**src/rtl/rv32_pkg.sv**
```systemverilog
// Shared RV32 definitions used by the fetch stage and the rest of the core.
package rv32_pkg;

    localparam logic [31:0] RV32_NOP         = 32'h0000_0013;
    localparam logic [31:0] RV32_DEFAULT_PC  = 32'h0000_0000;

    typedef enum logic {
        FS_RUN,
        FS_FAULT
    } fetch_state_t;

endpackage

```
**src/rtl/fetch_stage_if.sv**
```systemverilog
// Fetch-stage bus: instruction memory port, redirect input, IF/ID handshake and fault report.
interface fetch_stage_if #(
    parameter int unsigned ADDR_WIDTH = 8
);
    logic [ADDR_WIDTH-1:0] imem_addr;
    logic [31:0]           imem_data;
    logic                  redirect_valid;
    logic [31:0]           redirect_pc;
    logic                  id_ready;
    logic                  id_valid;
    logic [31:0]           id_instr;
    logic [31:0]           id_pc;
    logic                  fetch_fault;
    logic [31:0]           fault_pc;

    modport master (
        output imem_addr, id_valid, id_instr, id_pc, fetch_fault, fault_pc,
        input  imem_data, redirect_valid, redirect_pc, id_ready
    );

    modport slave (
        input  imem_addr, id_valid, id_instr, id_pc, fetch_fault, fault_pc,
        output imem_data, redirect_valid, redirect_pc, id_ready
    );
endinterface

```
**src/rtl/fetch_stage.sv**
```systemverilog
// RV32IM instruction fetch: PC, IF/ID register with valid/ready handshake,
// redirect handling and a sticky fault on misaligned redirect targets.
module fetch_stage
    import rv32_pkg::*;
#(
    parameter int unsigned ADDR_WIDTH = 8,
    parameter logic [31:0] RESET_PC   = RV32_DEFAULT_PC
) (
    input  logic          clk,
    input  logic          rst,
    fetch_stage_if.master bus
);

    fetch_state_t state_q, state_d;
    logic [31:0]  pc_q, pc_d;
    logic         id_valid_q, id_valid_d;
    logic [31:0]  id_instr_q, id_instr_d;
    logic [31:0]  id_pc_q, id_pc_d;
    logic         fetch_fault_q, fetch_fault_d;
    logic [31:0]  fault_pc_q, fault_pc_d;

    always_comb begin
        state_d       = state_q;
        pc_d          = pc_q;
        id_valid_d    = id_valid_q;
        id_instr_d    = id_instr_q;
        id_pc_d       = id_pc_q;
        fetch_fault_d = fetch_fault_q;
        fault_pc_d    = fault_pc_q;

        case (state_q)
            FS_RUN: begin
                // Redirect beats the handshake: a held instruction is squashed, never transferred.
                if (bus.redirect_valid) begin
                    id_valid_d = 1'b0;
                    id_instr_d = RV32_NOP;
                    if (bus.redirect_pc[1:0] == 2'b00) begin
                        pc_d = bus.redirect_pc;
                    end else begin
                        state_d       = FS_FAULT;
                        fetch_fault_d = 1'b1;
                        fault_pc_d    = bus.redirect_pc;
                    end
                end else if (!id_valid_q || bus.id_ready) begin
                    id_valid_d = 1'b1;
                    id_instr_d = bus.imem_data;
                    id_pc_d    = pc_q;
                    pc_d       = pc_q + 32'd4;
                end
            end
            FS_FAULT: begin
                id_valid_d = 1'b0;
            end
            default: begin
                state_d = FS_FAULT;
            end
        endcase
    end

    always_ff @(posedge clk or posedge rst) begin
        if (rst) begin
            state_q       <= FS_RUN;
            pc_q          <= RESET_PC;
            id_valid_q    <= 1'b0;
            id_instr_q    <= RV32_NOP;
            id_pc_q       <= '0;
            fetch_fault_q <= 1'b0;
            fault_pc_q    <= '0;
        end else begin
            state_q       <= state_d;
            pc_q          <= pc_d;
            id_valid_q    <= id_valid_d;
            id_instr_q    <= id_instr_d;
            id_pc_q       <= id_pc_d;
            fetch_fault_q <= fetch_fault_d;
            fault_pc_q    <= fault_pc_d;
        end
    end

    assign bus.imem_addr   = pc_q[ADDR_WIDTH+1:2];
    assign bus.id_valid    = id_valid_q;
    assign bus.id_instr    = id_instr_q;
    assign bus.id_pc       = id_pc_q;
    assign bus.fetch_fault = fetch_fault_q;
    assign bus.fault_pc    = fault_pc_q;

endmodule

```
**src/flat_wrapper.sv**
```systemverilog
// flat-port wrapper written by rule: the top's interface ports become plain ports
module fetch_stage_flat import rv32_pkg::*;
#(
    parameter int unsigned ADDR_WIDTH = 8,
    parameter logic [31:0] RESET_PC   = RV32_DEFAULT_PC
)
  (clk, rst, bus_imem_addr, bus_id_valid, bus_id_instr, bus_id_pc, bus_fetch_fault, bus_fault_pc, bus_imem_data, bus_redirect_valid, bus_redirect_pc, bus_id_ready);
  fetch_stage_if #(.ADDR_WIDTH(ADDR_WIDTH)) bus_i ();
  input  logic clk;
  input  logic rst;
  output wire logic [$bits(bus_i.imem_addr)-1:0] bus_imem_addr;
  output wire logic [$bits(bus_i.id_valid)-1:0] bus_id_valid;
  output wire logic [$bits(bus_i.id_instr)-1:0] bus_id_instr;
  output wire logic [$bits(bus_i.id_pc)-1:0] bus_id_pc;
  output wire logic [$bits(bus_i.fetch_fault)-1:0] bus_fetch_fault;
  output wire logic [$bits(bus_i.fault_pc)-1:0] bus_fault_pc;
  input wire logic [$bits(bus_i.imem_data)-1:0] bus_imem_data;
  input wire logic [$bits(bus_i.redirect_valid)-1:0] bus_redirect_valid;
  input wire logic [$bits(bus_i.redirect_pc)-1:0] bus_redirect_pc;
  input wire logic [$bits(bus_i.id_ready)-1:0] bus_id_ready;
  assign bus_imem_addr = bus_i.imem_addr;
  assign bus_id_valid = bus_i.id_valid;
  assign bus_id_instr = bus_i.id_instr;
  assign bus_id_pc = bus_i.id_pc;
  assign bus_fetch_fault = bus_i.fetch_fault;
  assign bus_fault_pc = bus_i.fault_pc;
  assign bus_i.imem_data = bus_imem_data;
  assign bus_i.redirect_valid = bus_redirect_valid;
  assign bus_i.redirect_pc = bus_redirect_pc;
  assign bus_i.id_ready = bus_id_ready;
  fetch_stage #(.ADDR_WIDTH(ADDR_WIDTH), .RESET_PC(RESET_PC)) u_core (.clk(clk), .rst(rst), .bus(bus_i));
endmodule
```
**config.mk**
```make
export PLATFORM = sky130hd
export DESIGN_NAME = fetch_stage_flat
export DESIGN_NICKNAME = d
export VERILOG_FILES = /design/src/rtl/rv32_pkg.sv /design/src/rtl/fetch_stage_if.sv /design/src/rtl/fetch_stage.sv /design/src/flat_wrapper.sv
export SDC_FILE = /design/constraint.sdc
export NUM_CORES = 1
export LEC_CHECK = 0
export BUFFER_PORTS_ARGS = -buffer_cell sky130_fd_sc_hd__buf_2
export CORE_AREA = 10 10 148 150
export CTS_BUF_LIST = sky130_fd_sc_hd__clkbuf_16
export DETAILED_ROUTE_END_ITERATION = 8
export DIE_AREA = 0 0 158 160
export MAX_ROUTING_LAYER = met4
export SETUP_SLACK_MARGIN = 0.05
export SYNTH_ARGS = -nofsm -noshare
export SYNTH_HDL_FRONTEND = slang
export SYNTH_SLANG_ARGS = --single-unit
```
**constraint.sdc**
```tcl
create_clock -name clk -period 4 [get_ports clk]
set_input_delay 0.2 -clock clk [delete_from_list [all_inputs] [get_ports clk]]
set_output_delay 0.2 -clock clk [all_outputs]
set_load 0.01 [all_outputs]
```
==> results of run 1 <==
## path summary, 6_finish.rpt
| path | cells past startpoint | start | to | slack (ps) |
|---|---|---|---|---|
| setup / recovery | 6 | bus_redirect_valid | u_core.pc_q[30] | 1810 |
| hold reg to reg | 2 | u_core.bus.id_pc[16] | u_core.bus.id_pc[16] | 470 |
| setup reg to reg | 6 | u_core.pc_q[3] | u_core.pc_q[24] | 1850 |
| min in group asynchronous | 3 | rst | u_core.bus.fault_pc[2] | 440 |
| max in group asynchronous | 4 | rst | u_core.bus.id_instr[1] | 2650 |
| hold / removal | 2 | bus_imem_data[9] | u_core.bus.id_instr[9] | 10 |
## cell usage after synthesis (2+ instances only)
cell	count
buf_4	9
dfrtp_1	128
a32oi_1	2
o22ai_1	2
inv_1	2
nor3_2	2
o21ai_0	26
nand2b_1	2
dfstp_2	3
nand3_1	10
nor4_1	2
o22a_1	4
nor4_4	2
a21oi_1	18
buf_1	2
and3_1	4
nand2_1	118
mux2i_1	4
nor3_1	8
buf_2	17
nand3_2	2
and2_1	6
o21a_1	2
a22o_1	31
nor4b_1	2
nand4_1	9
nor2_1	17
or3_1	6
mux2_2	32
or2_2	4
or2_1	2
and4_1	3
a31oi_1	5
clkbuf_1	14
o31ai_1	2
a211oi_1	3
a211o_1	2
a22oi_1	6
## worst max-delay path, stage by stage
cell,delay [ps]
buf_2,560
inv_2,390
nor3_1,940
a22oi_1,160
o31ai_1,130
a31o_1,140
## power groups by stage
stage | Combinational [mW] | Sequential [mW] | Clock, mW
2_1_floorplan | 0.285 | 1.75 | 0
3_3_place_gp | 0.612 | 1.71 | 0
3_5_place_dp | 0.619 | 1.71 | 0
4_1_cts | 0.638 | 1.69 | 1.55
5_1_grt | 0.697 | 1.73 | 1.61
6_report | 0.623 | 1.70 | 1.52
## registers in the layout, summed over array words and instances (netlist names)
signal	flops
u_core.bus.fetch_fault	1
u_core.pc_q	32
u_core.state_q	1
u_core.bus.id_instr	32
u_core.bus.id_pc	32
u_core.bus.fault_pc	32
u_core.bus.id_valid	1
## timing repair
| item | in CTS | in global routing |
|---|---|---|
| setup endpoints to repair | 0 | 0 |
| endpoints found under the hold margin | 102 | 0 |
| hold buffers | 28 | 0 |
## cells by family (layout without fill, tap and decap cells)
kind of cell / after synthesis / count (layout)
and+or+nand+nor: 210 / 210
DFF: 131 / 131
AOI/OAI and AO/OA: 112 / 112
buffers and inverters: 45 / 243
muxes: 36 / 36
adders and majority gates: 1 / 1
other: 0 / 1
## per-layer routing
layer	vias up	routed length (µm)	global-route usage	share of wire
li1	2261	-	-	-
met1	2290	8270	0.189	0.46
met2	178	8110	0.216	0.45
met3	25	1170	0.0470	0.065
met4	0	382	0.0522	0.021
met5	-	0	-	0
## metrics by stage
step | area (µm²) | util | total power, mW | hold slack, ps | setup slack, ps
3_5_place_dp | 6770 | 0.355 | 2.33 | 380 | 1420
6_report | 7620 | 0.400 | 3.84 | 13.2 | 1810
5_1_grt | 7620 | 0.400 | 4.04 | 5.66 | 1590
2_1_floorplan | 5760 | - | 2.03 | 316 | 307
4_1_cts | 7620 | 0.399 | 3.88 | 0.127 | 1850
3_3_place_gp | 6770 | 0.355 | 2.32 | 382 | 1510
## cells in the final DEF, fill, tap and decap left out, drive strengths merged, types with 2 or more instances in the layout
| master | n |
|---|---|
| nor3 | 11 |
| o22ai | 2 |
| dfstp | 3 |
| and3 | 4 |
| dfrtp | 128 |
| dlygate4sd3 | 28 |
| inv | 7 |
| nand3 | 12 |
| nand4 | 10 |
| a21oi | 18 |
| a211o | 2 |
| nor3b | 2 |
| nor2 | 18 |
| a31oi | 5 |
| o22a | 4 |
| clkinv | 6 |
| a22oi | 6 |
| or3 | 6 |
| a31o | 2 |
| and2 | 6 |
| clkbuf | 17 |
| a22o | 31 |
| o31ai | 2 |
| nor4 | 5 |
| a211oi | 3 |
| buf | 180 |
| mux2i | 4 |
| a32oi | 2 |
| o21a | 2 |
| mux2 | 32 |
| o21ai | 26 |
| nor4b | 2 |
| nand2b | 2 |
| clkinvlp | 3 |
| nand2 | 118 |
| bufinv | 2 |
| or2 | 6 |
| and4 | 3 |
## layout make-up
| type | count | area, µm² |
|---|---|---|
| fillers | 1897 | 11500 |
| flip-flops and latches | 131 | 3280 |
| multi-input cells | 359 | 2260 |
| repair buffers | 208 | 1200 |
| clock buffers | 17 | 425 |
| well taps | 238 | 298 |
| clock inverters | 15 | 143 |
| inverters | 3 | 16.3 |
| diodes | 1 | 2.50 |
==> out/metrics.csv, run 1 <==
stage,metric,value,unit
status,outcome,"finished, final reports clean",
clock_tree,worst-case clock buffer depth,2,
power,combinational power share,0.162,
timing,Final Max Slew Viols,0,
die,die height,160,µm
detailed_routing,DR WL/cell,18.5,µm
power,Leak,3.76,nW
yosys,Post-Synth XOR/XNOR Area,0,
yosys,top-area cell type share of the netlist area,0.556,
detailed_routing,drt drc,0,
worst_setup_path,Setup CP Type,in2reg,
yosys,largest family of logic cells by synthesized area,simple AND/OR/NAND/NOR gates,
die,Die Wd,158,µm
detailed_routing,Initial DRT Pass Iterations,4,
timing,Slew @ Worst Pin,1050,ps
clock_tree,"Reg clk slew, reported paths",60,ps
worst_setup_path,"critical path fanouts, max",41,
die,row cnt,51,
yosys,mux share of post-synthesis cell area,0.0695,
clock_tree,CTS Buf Count,17,
cells_and_area,fraction of final layout cells with drive strength greater than 1,0.357,
die,Starting Density,0.302,
timing,clk_skew,8.26,ps
yosys,area share of fa/ha/maj cells after synthesis,0.00217,
yosys,Synth Flop Type,dfrtp_1,
yosys,sequential area share after synthesis,0.570,
global_routing,global route overflow,0,
timing,Final period util,0.548,
detailed_routing,Detailed Route WL,17900,µm
worst_setup_path,Worst setup EP type,register,
yosys,fraction of registers with async set/reset,1.00,
clock_tree,root buf cell,clkbuf_16,
yosys,Syn Area/Cell,10.8,µm²
place,Placed Cells,911,
power,Pwr Density,503,nW/µm²
hold_path,min-delay worst type,in2reg,
detailed_routing,Via density,4.89,
power,clock power share,0.396,
power,Seq pwr share,0.442,
worst_setup_path,data required time at the worst endpoint,4350,ps
power,NetSw,1.10,mW
die,Core ar.,19100,µm²
clock_tree,total number of H-tree levels,4,
flow_run,max-cap violation count,0,
global_routing,largest net degree at the start of global routing,78,
yosys,Compound-Gate Fraction of Synth Area,0.136,
timing,post-route minimum period,2190,ps
yosys,Yosys cell types,60,
timing,hold violation count in the final report,0,
yosys,mapped cell area,5760,µm²
yosys,Synth Register Bits,131,
yosys,Yosys top cell by area,dfrtp_1,
cells_and_area,Nets,789,
timing,# setup viols final,0,
timing,Worst slew margin,0.294,
power,Power Internal,2.73,mW
yosys,largest cells by area after synthesis,"dfrtp_1 (56%), nand2_1 (7.7%), mux2_2 (6.3%)",
yosys,Synth Warn #,0,
detailed_routing,antenna-violating nets left,0,
power,VDD IR-drop max,280,µV
yosys,Mapped Nets,604,
die,Ports,174,
cells_and_area,final std cells w/o fill,972,
detailed_routing,via count,4754,
clock_tree,clk sinks,131,
place,IO Port Bufs,173,
timing,RSZ-0062 raised after global routing,no,
place,DP HPWL,12700,µm
yosys,Cells after Synth,535,
die,Die Area,25300,µm²
global_routing,first-pass GRT wire length,28600,µm
worst_setup_path,CP arrival,2550,ps
power,sw frac,0.288,
clock_tree,"Clk Latency, worst-skew pair",420,ps
cells_and_area,area added between synthesis and finish,32.4,%
detailed_routing,initial DRC count,311,
clock_tree,setup bufs post-CTS,0,
clock_tree,CTS-repair resized insts,0,
global_routing,vias in the first global route,5137,
yosys,Post-synth EDFFs,0,
clock_tree,CTS tree,yes,
yosys,Post-Synth Simple-Gate Area,0.184,
timing,Fmax achieved,456,MHz
timing,TNS Setup,0,ps
place,RD Place Congestion,0.848,
global_routing,initial antenna violation count,1,
global_routing,Total Routing Usage GR,0.148,
worst_setup_path,Startpoint Class,input pin,
(Power assumes the default switching activity.)
==> run 2, diff against run 1 <==
==> constraint.sdc (replaced) <==
create_clock -name clk -period 2 [get_ports clk]
set_input_delay 0.1 -clock clk [delete_from_list [all_inputs] [get_ports clk]]
set_output_delay 0.1 -clock clk [all_outputs]
set_load 0.01 [all_outputs]
==> run 2 against run 1 <==
Sequential cell count unchanged; combinational power rose by 130%; sequential power rose by 97%; critical path depth decreased by 1; clock-buffer cell count stayed put; cell count grew 6.0%; register-to-register slack got worse by 1700 ps; sequential share of layout area is 3.1 points lower; first-iteration DRC count grew 8.7%; core utilization is 3.1 points higher.
==> out/metrics.csv, run 2 (synthesis gave the netlist of run 1 again) <==
stage,metric,value,unit
clock_tree,"Clk Latency, worst-skew pair",420,ps
power,post-layout power,7.77,mW
clock_tree,total number of H-tree levels,4,
timing,RSZ-0062 raised after global routing,yes,
cells_and_area,fillers,1802,
worst_setup_path,Slowest cell on crit path,dfrtp_1,
timing,# setup viols final,0,
place,DP HPWL,13300,µm
timing,Final Max Slew Viols,0,
die,Ports,174,
global_routing,GR Util met3,0.0521,
worst_setup_path,FF-to-FF setup slack,140,ps
die,die height,160,µm
clock_tree,clk sinks,131,
timing,post-route minimum period,1860,ps
global_routing,most used routing layer,met2,
detailed_routing,Detailed Route WL,18500,µm
cells_and_area,"commonest non-fill, non-tap cell in the layout",buf_2,
cells_and_area,area added between synthesis and finish,42.6,%
detailed_routing,Via density,4.82,
die,Die Wd,158,µm
status,outcome,"finished, final reports clean",
clock_tree,worst-case clock buffer depth,2,
power,Pwr Density,947,nW/µm²
global_routing,first-pass GRT wire length,29200,µm
clock_tree,CTS tree,yes,
cells_and_area,fraction of final layout cells with drive strength greater than 1,0.360,
clock_tree,root buf cell,clkbuf_16,
global_routing,vias in the first global route,5222,
global_routing,largest net degree at the start of global routing,49,
detailed_routing,via count,4966,
die,row cnt,51,
die,Starting Density,0.302,
worst_setup_path,data required time at the worst endpoint,2350,ps
detailed_routing,drt drc,0,
timing,Worst slew margin,0.616,
global_routing,met1 usage,0.198,
cells_and_area,"commonest non-fill, non-tap cells in the layout","buf_2 (173), dfrtp_1 (128), nand2_1 (118)",
timing,Fmax achieved,539,MHz
cells_and_area,Nets,848,
power,VDD IR-drop max,515,µV
cells_and_area,n_diodes,0,
worst_setup_path,Startpoint Class,register,
power,Leak,4.03,nW
detailed_routing,initial DRC count,338,
place,IO Port Bufs,173,
clock_tree,CTS Buf Count,17,
global_routing,initial antenna violation count,0,
worst_setup_path,Setup CP Type,reg2reg,
detailed_routing,DR WL/cell,17.9,µm
place,RD Place Congestion,0.849,
hold_path,min-delay worst type,in2reg,
place,worst slack at placement,141,ps
worst_setup_path,CP arrival,2210,ps
timing,clk_skew,8.69,ps
timing,Slew @ Worst Pin,577,ps
worst_setup_path,"CP delay by family, top",simple AND/OR/NAND/NOR gates,
detailed_routing,Initial DRT Pass Iterations,6,
worst_setup_path,"critical path fanouts, max",8,
worst_setup_path,worst path bufs/invs,0,
worst_setup_path,critical-path cell list,"nand3_1, nor4_4, nand3_2, or3b_1, nand3b_1",
global_routing,global routing met2 resource utilization,0.216,
worst_setup_path,Worst setup EP type,register,
global_routing,Total Routing Usage GR,0.150,
die,Die Area,25300,µm²
clock_tree,"Reg clk slew, reported paths",60,ps
detailed_routing,antenna-violating nets left,0,
clock_tree,setup bufs post-CTS,0,
timing,final worst slack,143,ps
timing,hold violation count in the final report,0,
global_routing,global route overflow,0,
worst_setup_path,Crit path largest cell delay,500,ps
die,Core ar.,19100,µm²
timing,Final period util,0.928,
timing,TNS Setup,0,ps
flow_run,max-cap violation count,0,
-- run 2: final timing paths --
path                       cells past startpoint                 endpoint               start
setup reg to reg                               5          u_core.pc_q[29]      u_core.pc_q[5]
hold / removal                                 3      u_core.bus.id_valid  bus_redirect_valid
min in group asynchronous                      3  u_core.bus.id_instr[10]                 rst
hold reg to reg                                2      u_core.bus.id_pc[1]      u_core.pc_q[1]
max in group asynchronous                      4   u_core.bus.id_instr[0]                 rst
setup / recovery                               5          u_core.pc_q[29]      u_core.pc_q[5]
-- run 2: timing repair --
item,CTS,global route
gates resized for setup,0,1
setup endpoints to repair,0,8
hold endpoints to repair,86,0
hold buffers,65,0
-- run 2: area by class of cell --
| type | count | area, µm² | share of cell area |
|---|---|---|---|
| inverter | 3 | 15.0 | 0.00183 |
| clock buffer | 17 | 425 | 0.0518 |
| timing repair buffer | 267 | 1780 | 0.217 |
| multi-input combinational | 359 | 2260 | 0.276 |
| clock inverter | 15 | 143 | 0.0174 |
| sequential | 131 | 3280 | 0.400 |
| tap | 238 | 298 | 0.0363 |
-- run 2: layer usage --
metal,share of wire,vias up
met2,0.45,175
met5,0,-
met3,0.065,15
met4,0.011,0
li1,-,2381
met1,0.47,2395
-- run 2: through the flow --
stage / instance area, µm² / utilization / instances / hold WS [ps]
global placement: 6990 / 0.366 / 933 / 147
detailed placement: 6990 / 0.366 / 933 / 160
global route: 8210 / 0.430 / 1030 / 26.7
floorplan: 5760 / - / 535 / 216
CTS: 8210 / 0.430 / 1030 / 16.4
finish: 8210 / 0.430 / 1030 / 36.5
-- run 2: power by group --
group	total (mW)	internal, mW	switching (mW)
combinational	1.43	0.693	0.735
clock	3.00	1.82	1.18
sequential	3.35	3.06	0.293
total	7.77	5.57	2.21
-- run 2: worst reg2reg max path, cell delays in order, from the launching register on --
cell	delay [ps]
dfrtp_1	500
nand3_1	190
nor4_4	470
nand3_2	170
or3b_1	370
nand3b_1	90
==> run 3, diff against run 2 <==
==> constraint.sdc (replaced) <==
create_clock -name clk -period 2.17 [get_ports clk]
set_input_delay 0.1085 -clock clk [delete_from_list [all_inputs] [get_ports clk]]
set_output_delay 0.1085 -clock clk [all_outputs]
set_load 0.01 [all_outputs]
==> run 3 against run 2 <==
Critical path depth rose by 1; combinational power shrank 13%; die area did not move; sequential cell count did not move; clock skew decreased by 1.0 ps; routed wire length decreased by 1.0%; global-route usage is 0.10 points higher; critical endpoint is now u_core.pc_q[24]; highest routed layer unchanged.
==> out/metrics.csv, run 3 (synthesis gave the netlist of run 1 again) <==
stage,metric,value,unit
status,outcome,"finished, final reports clean",
cells_and_area,fraction of final layout cells with drive strength greater than 1,0.350,
place,Placed Cells,923,
worst_setup_path,CP arrival,2290,ps
timing,clk_skew,7.69,ps
place,IO Port Bufs,173,
power,VDD IR-drop max,511,µV
cells_and_area,multi-input logic area,2260,µm²
clock_tree,worst-case clock buffer depth,2,
worst_setup_path,Worst setup EP type,register,
timing,Final Max Slew Viols,0,
clock_tree,"Reg clk slew, reported paths",60,ps
power,Pwr Density,882,nW/µm²
worst_setup_path,Crit path largest cell delay,460,ps
cells_and_area,"commonest non-fill, non-tap cells in the layout","buf_2 (173), dfrtp_1 (127), nand2_1 (118)",
worst_setup_path,data required time at the worst endpoint,2530,ps
clock_tree,root buf cell,clkbuf_16,
worst_setup_path,critical-path cell list,"ha_1, and4_1, nand2_1, nor4_2, nor4b_1, a211o_1",
timing,hold violation count in the final report,0,
worst_setup_path,Setup CP Type,reg2reg,
cells_and_area,area added between synthesis and finish,40.5,%
detailed_routing,Via density,4.84,
detailed_routing,Initial DRT Pass Iterations,4,
global_routing,largest net degree at the start of global routing,132,
cells_and_area,final instance area,8090,µm²
die,die height,160,µm
die,Die Wd,158,µm
worst_setup_path,Slowest cell on crit path,dfrtp_1,
global_routing,first-pass GRT wire length,29700,µm
clock_tree,CTS Buf Count,17,
global_routing,Total Routing Usage GR,0.151,
detailed_routing,antenna-violating nets left,0,
global_routing,vias in the first global route,5259,
timing,Worst slew margin,0.479,
timing,Fmax achieved,519,MHz
timing,Final period util,0.888,
power,Leak,3.97,nW
hold_path,min-delay worst type,in2reg,
flow_run,max-cap violation count,0,
die,Starting Density,0.302,
timing,RSZ-0062 raised after global routing,no,
place,DP Area,6870,µm²
timing,# setup viols final,0,
detailed_routing,DR WL/cell,17.9,µm
global_routing,initial antenna violation count,0,
die,Ports,174,
cells_and_area,"commonest non-fill, non-tap cell in the layout",buf_2,
timing,post-route minimum period,1930,ps
cells_and_area,final std cells w/o fill,1020,
clock_tree,CTS tree,yes,
die,row cnt,51,
place,DP HPWL,12700,µm
cells_and_area,register area,3280,µm²
clock_tree,total number of H-tree levels,4,
cells_and_area,Nets,838,
worst_setup_path,Startpoint Class,register,
die,Core ar.,19100,µm²
detailed_routing,via count,4940,
die,Die Area,25300,µm²
cells_and_area,n_diodes,0,
timing,TNS Setup,0,ps
worst_setup_path,worst path bufs/invs,0,
clock_tree,"Clk Latency, worst-skew pair",420,ps
detailed_routing,Detailed Route WL,18300,µm
global_routing,global route overflow,0,
detailed_routing,drt drc,0,
detailed_routing,initial DRC count,370,
worst_setup_path,"CP delay by family, top",simple AND/OR/NAND/NOR gates,
worst_setup_path,"critical path fanouts, max",7,
place,RD Place Congestion,0.906,
cells_and_area,fillers,1827,
clock_tree,clk sinks,131,
timing,Slew @ Worst Pin,782,ps
## run 3: changes by cell type in the layout (fill, tap and decap cells not counted)
cell,delta
buf_12,-3
buf_4,-7
clkinv_2,-1
clkinv_4,-2
dfrtp_1,-1
dfrtp_2,+1
inv_1,+1
inv_6,+2
or3_1,+1
or3_4,-1
## run 3: final cells by class
class                           instances  area share
Clock buffer                           17      0.0526
Clock inverter                         15      0.0175
Inverter                                3     0.00186
Multi-Input combinational cell        359       0.279
Sequential cell                       131       0.406
Tap cell                              238      0.0368
Timing Repair Buffer                  257       0.207
## run 3: repair_timing
item | in CTS | in global routing
buffers inserted | 0 | 0
resized for setup | 0 | 1
hold endpoints to repair | 199 | 0
hold buffers | 65 | 0
setup endpoints to repair | 0 | 1
## run 3: path summary, 6_finish.rpt
path / from / endpoint / slack (ps) / depth (start not counted)
worst min-delay path: bus_redirect_pc[22] / u_core.bus.fault_pc[22] / 20 / 2
worst min register to register: u_core.bus.fetch_fault / u_core.bus.fetch_fault / 460 / 1
max in group asynchronous: rst / u_core.pc_q[2] / 1080 / 4
min in group asynchronous: rst / u_core.bus.id_instr[10] / 400 / 4
worst max-delay path: u_core.pc_q[3] / u_core.pc_q[24] / 240 / 6
worst max register to register: u_core.pc_q[3] / u_core.pc_q[24] / 240 / 6
## run 3: report_power, final
part / switching [mW] / internal (mW)
Combinational: 0.637 / 0.604
Sequential: 0.294 / 2.82
Clock: 1.11 / 1.68
Total: 2.04 / 5.10
## run 3: stage by stage
step	setup WS (ps)	total power [mW]	hold WS, ps	utilization
after floorplan	441	3.74	224	-
after global placement	322	4.30	331	0.360
after detailed placement	263	4.31	333	0.360
after CTS	247	7.25	1.72	0.424
after global routing	58.0	7.53	2.01	0.424
final	242	7.14	17.2	0.424
## run 3: worst reg2reg max path: cells and delay by family, from the launching register on
family / cells / cell delay, ps
AND/OR/NAND/NOR: 4 / 1000
flip-flops: 1 / 460
adder cells (fa/ha/maj): 1 / 280
AO/OA/AOI/OAI: 1 / 140
## run 3: routing by layer
metal	global-route usage	share of wire	vias up
met5	-	0	-
met4	0.0527	0.018	0
met3	0.0486	0.071	23
met2	0.215	0.45	178
met1	0.198	0.46	2365
li1	-	-	2374
